===== src/rtl/horner_seq_ctrl.sv =====
// -----------------------------------------------------------------------------
// horner_seq_ctrl
//
// Sequencer for a Horner polynomial evaluator. For one request (x, degree d)
// the datapath computes acc = c[d], then acc = acc*x + c[k] for k = d-1..0.
// This block drives the coefficient-mux select (the mux itself is registered,
// so a select change is visible one cycle later) and pulses the accumulator
// load / multiply-add strobes, spacing them MAC_LAT+1 cycles apart so each
// accumulator update has settled before the next one uses it.
//
// State walk: IDLE -> FETCH -> ISSUE -> WAIT(MAC_LAT) -> ISSUE ... -> DONE.
//
// Parameters:
//   MAX_DEG  highest supported degree (coefficients 0..MAX_DEG)
//   SEL_W    width of degree / coeff_select; 2**SEL_W must exceed MAX_DEG
//   MAC_LAT  accumulator latency in cycles, 1..15
//
// Ports:
//   clk           system clock, rising edge
//   GlobalReset   asynchronous active-low reset
//   x_valid/x_ready   request handshake (accepted only in IDLE)
//   degree        requested degree, sampled on accept, clamped to MAX_DEG
//   x_latch       1-cycle pulse: datapath captures x
//   coeff_select  registered coefficient index for the mux
//   acc_load      1-cycle pulse: acc <= coeff
//   mac_en        1-cycle pulse: acc <= acc*x + coeff
//   res_valid/res_ready  result handshake; result held under backpressure
//   busy          high in every state except IDLE
//   err_degree    1-cycle pulse: requested degree was clamped
//
// Every output comes straight from a flop.
// -----------------------------------------------------------------------------
module horner_seq_ctrl #(
  parameter int MAX_DEG = 10,
  parameter int SEL_W   = 4,
  parameter int MAC_LAT = 3
) (
  input  logic             clk,
  input  logic             GlobalReset,
  input  logic             x_valid,
  output logic             x_ready,
  input  logic [SEL_W-1:0] degree,
  output logic             x_latch,
  output logic [SEL_W-1:0] coeff_select,
  output logic             acc_load,
  output logic             mac_en,
  output logic             res_valid,
  input  logic             res_ready,
  output logic             busy,
  output logic             err_degree
);

  // Wait counter must hold MAC_LAT itself.
  localparam int CNT_W = (MAC_LAT < 2) ? 1 : $clog2(MAC_LAT + 1);

  localparam logic [SEL_W-1:0] MAX_DEG_W = SEL_W'(MAX_DEG);
  localparam logic [CNT_W-1:0] LAT_W     = CNT_W'(MAC_LAT);

  typedef enum logic [2:0] {
    S_IDLE,
    S_FETCH,
    S_ISSUE,
    S_WAIT,
    S_DONE
  } state_t;

  // ---------------------------------------------------------------------------
  // State and registered outputs
  // ---------------------------------------------------------------------------
  state_t             r_state;
  logic [SEL_W-1:0]   r_d;        // clamped degree of the current request
  logic [SEL_W-1:0]   r_k;        // index of the coefficient for the next ISSUE
  logic [SEL_W-1:0]   r_sel;
  logic [CNT_W-1:0]   r_cnt;
  logic               r_last;     // k was 0 at the most recent ISSUE
  logic               r_x_ready;
  logic               r_x_latch;
  logic               r_acc_load;
  logic               r_mac_en;
  logic               r_res_valid;
  logic               r_busy;
  logic               r_err;

  // Next-state values
  state_t             w_state_nxt;
  logic [SEL_W-1:0]   w_d_nxt;
  logic [SEL_W-1:0]   w_k_nxt;
  logic [SEL_W-1:0]   w_sel_nxt;
  logic [CNT_W-1:0]   w_cnt_nxt;
  logic               w_last_nxt;
  logic               w_x_ready_nxt;
  logic               w_x_latch_nxt;
  logic               w_acc_load_nxt;
  logic               w_mac_en_nxt;
  logic               w_res_valid_nxt;
  logic               w_busy_nxt;
  logic               w_err_nxt;

  // Helpers
  logic               w_accept;
  logic               w_deg_over;
  logic [SEL_W-1:0]   w_deg_clamped;
  logic               w_first;

  // r_x_ready is only ever high while in IDLE, so it doubles as the state
  // qualifier for an accept.
  assign w_accept      = x_valid && r_x_ready;
  assign w_deg_over    = (degree > MAX_DEG_W);
  assign w_deg_clamped = w_deg_over ? MAX_DEG_W : degree;

  // The first ISSUE of a request is the only one where k still equals d;
  // it loads the accumulator, every later one multiply-adds.
  assign w_first = (r_k == r_d);

  // ---------------------------------------------------------------------------
  // Next-state / next-output logic
  // ---------------------------------------------------------------------------
  always_comb begin
    // NOTE: every signal written here gets a default first, so no path can
    // leave one unassigned and infer a latch.
    w_state_nxt     = r_state;
    w_d_nxt         = r_d;
    w_k_nxt         = r_k;
    w_sel_nxt       = r_sel;
    w_cnt_nxt       = r_cnt;
    w_last_nxt      = r_last;
    w_x_latch_nxt   = 1'b0;
    w_acc_load_nxt  = 1'b0;
    w_mac_en_nxt    = 1'b0;
    w_res_valid_nxt = 1'b0;
    w_err_nxt       = 1'b0;

    unique case (r_state)
      S_IDLE: begin
        if (w_accept) begin
          w_d_nxt       = w_deg_clamped;
          w_k_nxt       = w_deg_clamped;
          w_sel_nxt     = w_deg_clamped;
          w_x_latch_nxt = 1'b1;
          w_err_nxt     = w_deg_over;
          w_state_nxt   = S_FETCH;
        end
      end

      // One cycle for the registered mux to present c[d].
      S_FETCH: begin
        w_state_nxt    = S_ISSUE;
        w_acc_load_nxt = w_first;
        w_mac_en_nxt   = !w_first;
      end

      // The strobe is already on the output this cycle. Prefetch the next
      // coefficient now; it has MAC_LAT (>= 1) cycles to reach the mux output.
      S_ISSUE: begin
        if (r_k != '0) begin
          w_k_nxt   = r_k - 1'b1;
          w_sel_nxt = r_k - 1'b1;
        end
        w_last_nxt  = (r_k == '0);
        w_cnt_nxt   = LAT_W;
        w_state_nxt = S_WAIT;
      end

      S_WAIT: begin
        if (r_cnt <= CNT_W'(1)) begin
          w_cnt_nxt = '0;
          if (r_last) begin
            w_state_nxt     = S_DONE;
            w_res_valid_nxt = 1'b1;
          end else begin
            w_state_nxt    = S_ISSUE;
            w_acc_load_nxt = w_first;
            w_mac_en_nxt   = !w_first;
          end
        end else begin
          w_cnt_nxt = r_cnt - 1'b1;
        end
      end

      // Result held until taken; the transfer cycle itself still shows
      // x_ready=0, so a new accept can happen at the earliest one cycle later.
      S_DONE: begin
        if (res_ready) begin
          w_state_nxt = S_IDLE;
        end else begin
          w_res_valid_nxt = 1'b1;
        end
      end

      default: begin
        w_state_nxt = S_IDLE;
      end
    endcase

    w_x_ready_nxt = (w_state_nxt == S_IDLE);
    w_busy_nxt    = (w_state_nxt != S_IDLE);
  end

  // ---------------------------------------------------------------------------
  // State register (all outputs are flops, updated from the next-state logic)
  // ---------------------------------------------------------------------------
  always_ff @(posedge clk or negedge GlobalReset) begin
    if (!GlobalReset) begin
      r_state     <= S_IDLE;
      r_d         <= '0;
      r_k         <= '0;
      r_sel       <= '0;
      r_cnt       <= '0;
      r_last      <= 1'b0;
      // x_ready rises on the first clock edge after reset is released.
      r_x_ready   <= 1'b0;
      r_x_latch   <= 1'b0;
      r_acc_load  <= 1'b0;
      r_mac_en    <= 1'b0;
      r_res_valid <= 1'b0;
      r_busy      <= 1'b0;
      r_err       <= 1'b0;
    end else begin
      // NOTE: sequential state is updated with non-blocking assignments so all
      // flops sample the same pre-edge values regardless of statement order.
      r_state     <= w_state_nxt;
      r_d         <= w_d_nxt;
      r_k         <= w_k_nxt;
      r_sel       <= w_sel_nxt;
      r_cnt       <= w_cnt_nxt;
      r_last      <= w_last_nxt;
      r_x_ready   <= w_x_ready_nxt;
      r_x_latch   <= w_x_latch_nxt;
      r_acc_load  <= w_acc_load_nxt;
      r_mac_en    <= w_mac_en_nxt;
      r_res_valid <= w_res_valid_nxt;
      r_busy      <= w_busy_nxt;
      r_err       <= w_err_nxt;
    end
  end

  assign x_ready      = r_x_ready;
  assign x_latch      = r_x_latch;
  assign coeff_select = r_sel;
  assign acc_load     = r_acc_load;
  assign mac_en       = r_mac_en;
  assign res_valid    = r_res_valid;
  assign busy         = r_busy;
  assign err_degree   = r_err;

  // ---------------------------------------------------------------------------
  // Invariants
  // ---------------------------------------------------------------------------
  a_strobes_exclusive : assert property (
    @(posedge clk) disable iff (!GlobalReset) !(r_acc_load && r_mac_en));

  a_ready_not_busy : assert property (
    @(posedge clk) disable iff (!GlobalReset) !(r_x_ready && r_busy));

  a_sel_in_range : assert property (
    @(posedge clk) disable iff (!GlobalReset) (r_sel <= MAX_DEG_W));

endmodule


===== config.mk =====
export PLATFORM = sky130hd
export DESIGN_NAME = horner_seq_ctrl
export DESIGN_NICKNAME = d
export VERILOG_FILES = /design/src/rtl/horner_seq_ctrl.sv
export SDC_FILE = /design/constraint.sdc
export NUM_CORES = 1
export LEC_CHECK = 0
export CORE_UTILIZATION = 54
export CTS_CLUSTER_DIAMETER = 100
export DETAILED_ROUTE_END_ITERATION = 16
export PLACE_DENSITY = 0.82
export SYNTH_ARGS = -nofsm -noshare
export SYNTH_HDL_FRONTEND = slang
export SYNTH_SLANG_ARGS = --single-unit

===== constraint.sdc =====
create_clock -name clk -period 4.9 [get_ports clk]
set_input_delay 0.98 -clock clk [delete_from_list [all_inputs] [get_ports clk]]
set_output_delay 0.98 -clock clk [all_outputs]
set_load 0.02 [all_outputs]

==> run_results.csv <==
group,metric,value,unit
setup_path,crit_chain,"clkdlybuf4s50_1",
floorplanning,die-height,45.54,um
global_routing,track_usage,23.03,%
global_routing,grt_pass1_vias,744,
clock_tree,clk_path_buf_depth,2,
clock_tree,clock_sinks,21,
clock_tree,cts-resized-gates,0,
layout,layout.nets,122,
placed_design,gp_congestion,0.7806,
power_and_ir_drop,p_leak,0.0005338,uW
logic_synthesis,synthArstFlopShare,100.0,%
drt,ant_nets,0,
clock_tree,cts-root-buf,"clkbuf_4",
floorplanning,start_util,58.64,%
power_and_ir_drop,finalPower,727.1,uW
run,maxCapViolCount,0,
setup_path,crit_buf_inv,1,
clock_tree,htreeDepth,1,
global_routing,grt_pass1_wl,3381,um
drt,vias_per_cell,5.854,
layout,layout_commonest_cell,"dfrtp_1",
clock_tree,cts_hold_buf,0,
timing,setup_tns,0,ns
timing,worst_pin_slew,0.8912,ns
timing,finalHoldViolations,0,
timing,min_period_over_period,49.44,%
placed_design,place_area,1217,um2
logic_synthesis,synth_edf_count,0,
timing,max_freq,412.8,MHz
drt,num_vias,802,
power_and_ir_drop,p_sw,288.9,uW
layout,syn2layout_area_growth,21.64,%
timing,rsz0062_at_grt,"false",
drt,firstDrtPassIters,4,
drt,drc,0,
hold_path,hp-class,"register to register",
timing,finalCriticalPeriod,2.422,ns
setup_path,start_kind,"register",
layout,final_cell_mix,"dfrtp_1 (21), clkdlybuf4s50_1 (18), nand2_1 (7), nor2_1 (5)",
clock_tree,numCtsBuffers,3,
layout,fin_area,1245,um2
layout,diodes,0,
logic_synthesis,postSynthCellCount,93,
power_and_ir_drop,p_clk_share,11.3,%
placed_design,post-dp-hpwl,1457,um
setup_path,path_max_fanout,8,
layout,utilization,71.33,%
global_routing,grt_overflow,0,
power_and_ir_drop,p_per_area,584.0,nW/um2
drt,drt_iter0_markers,16,
power_and_ir_drop,power_frac_seq,43.3,%
status,status,"finished clean",
drt,wl,2027,um
global_routing,grt_max_degree,22,
logic_synthesis,synth_seq_cells,21,
timing,drv_slew,0,
global_routing,antenna_found_initial,0,
logic_synthesis,synth-main-ff-cell,"dfrtp_1",
floorplanning,ioPinCount,19,
logic_synthesis,yosys_warnings,0,
placed_design,dp_cells,133,
timing,finalClockSkew,0.008307,ns
logic_synthesis,synthesis.nets,102,
setup_path,critical_path.top_delay_family,"buffers and inverters",
logic_synthesis,netlist_area,1023,um2
power_and_ir_drop,ir_worst_vdd,0.3908,mV
logic_synthesis,synth_cell_type_count,42,
timing,setup_viol,0,
clock_tree,clk_transition_reported_paths,0.11,ns
layout,drive_above_1_share,9.821,%
drt,wl_per_cell,14.80,um
power_and_ir_drop,p_int,438.2,uW
layout,layout.cells.non_filler,137,
clock_tree,clock_latency,0.30,ns
logic_synthesis,syn_avg_cell_area,11.01,um2
floorplanning,die_x,45.54,um
floorplanning,fp.coreArea,1745,um2
logic_synthesis,seq_area_frac_synth,51.34,%
clock_tree,cts_tree,"done",
floorplanning,core.rowCount,15,
setup_path,cp_slowest_stage_delay,0.65,ns
setup_path,required,3.92,ns
setup_path,path_class,"register to primary output",
placed_design,port-buffer-count,18,
power_and_ir_drop,sw_frac_of_total,39.74,%
setup_path,cp.arrival,1.44,ns
setup_path,critPathSlowestCell,"clkdlybuf4s50_1",
timing,maxSlewHeadroom,40.40,%
power_and_ir_drop,p_comb_share,45.4,%
setup_path,endpoint_kind,"primary output",
clock_tree,cts_setup_buffers,0,
floorplanning,die-area,2073,um2
==> synth_stat cells (2+ instances only) <==
cell type | count | share of area (%)
xnor2_1 | 4 | 3.4
a21oi_1 | 2 | 0.98
dfrtp_1 | 21 | 51
o21ai_0 | 4 | 2.0
inv_1 | 3 | 1.1
nand2b_1 | 3 | 1.8
nor2b_1 | 2 | 1.2
nor3_1 | 2 | 0.98
o41ai_1 | 2 | 1.7
nand4_1 | 2 | 1.2
nand3_1 | 3 | 1.5
nand2_1 | 7 | 2.6
nor2_1 | 5 | 1.8
a21o_1 | 3 | 2.2
a32o_1 | 2 | 2.0
inv_2 | 2 | 0.73
==> sequential cells by signal, summed over array words and instances, names as in the netlist <==
name,count
coeff_select,4
r_d,4
r_state,3
r_cnt,2
acc_load,1
busy,1
err_degree,1
mac_en,1
r_last,1
res_valid,1
x_latch,1
x_ready,1
==> power groups by stage <==
stage               Clock, uW  Sequential, uW  Combinational, uW
floorplan                   0             312                227
global placement            0             313                319
detailed placement          0             317                329
CTS                      84.1             314                331
global route             94.9             325                358
finish                   82.0             315                330
==> worst paths after layout <==
| kind | start | slack [ns] | endpoint | cells after the start |
|---|---|---|---|---|
| max | coeff_select[2]$_DFFE_PN0P_ | 2.48 | coeff_select[2] | 1 |
| min | r_d[1]$_DFFE_PN0P_ | 0.53 | r_d[1]$_DFFE_PN0P_ | 1 |
| max reg2reg | coeff_select[0]$_DFFE_PN0P_ | 3.03 | coeff_select[1]$_DFFE_PN0P_ | 5 |
| min reg2reg | r_d[1]$_DFFE_PN0P_ | 0.53 | r_d[1]$_DFFE_PN0P_ | 1 |
| max in group asynchronous | GlobalReset | 3.18 | r_cnt[0]$_DFFE_PN0P_ | 1 |
| min in group asynchronous | GlobalReset | 1.17 | err_degree$_DFF_PN0_ | 1 |
==> per-stage QoR <==
step / setup slack (ns) / hold WS [ns]
5_1_grt: 2.429 / 0.5416
3_3_place_gp: 2.489 / 0.4898
4_1_cts: 2.471 / 0.5294
3_5_place_dp: 2.461 / 0.5051
6_report: 2.478 / 0.5255
2_1_floorplan: 3.051 / 0.4529
==> cells by family (layout without fill, tap and decap cells) <==
logic type	Yosys count	after routing	share of synthesized area, %
adders and majority gates	1	1	1.222
muxes	1	1	1.100
xor gates and xnor gates	4	4	3.423
buffers and inverters	8	27	3.545
DFF	21	21	51.34
AOI/OAI and AO/OA	22	22	16.63
and+or+nand+nor	36	36	22.74
==> routing by layer <==
metal  vias up  GRT usage [%]  wire length, um  share of wire (%)
met5         -              0                0                  0
met4         0          9.091               12               0.59
met3         2          2.381               42                2.1
met2        13          40.29             1105                 55
met1       405          28.83              867                 43
li1        382              -                -                  -
==> final cells by class <==
type	count	area [um2]
flip-flops and latches	21	525.5
fillers	135	500.5
multi-input cells	64	461.7
repair buffers	18	180.2
well taps	25	31.28
clock buffers	3	22.52
inverters	5	18.77
clock inverters	1	5.005
Power figures use the tool's default switching activity.
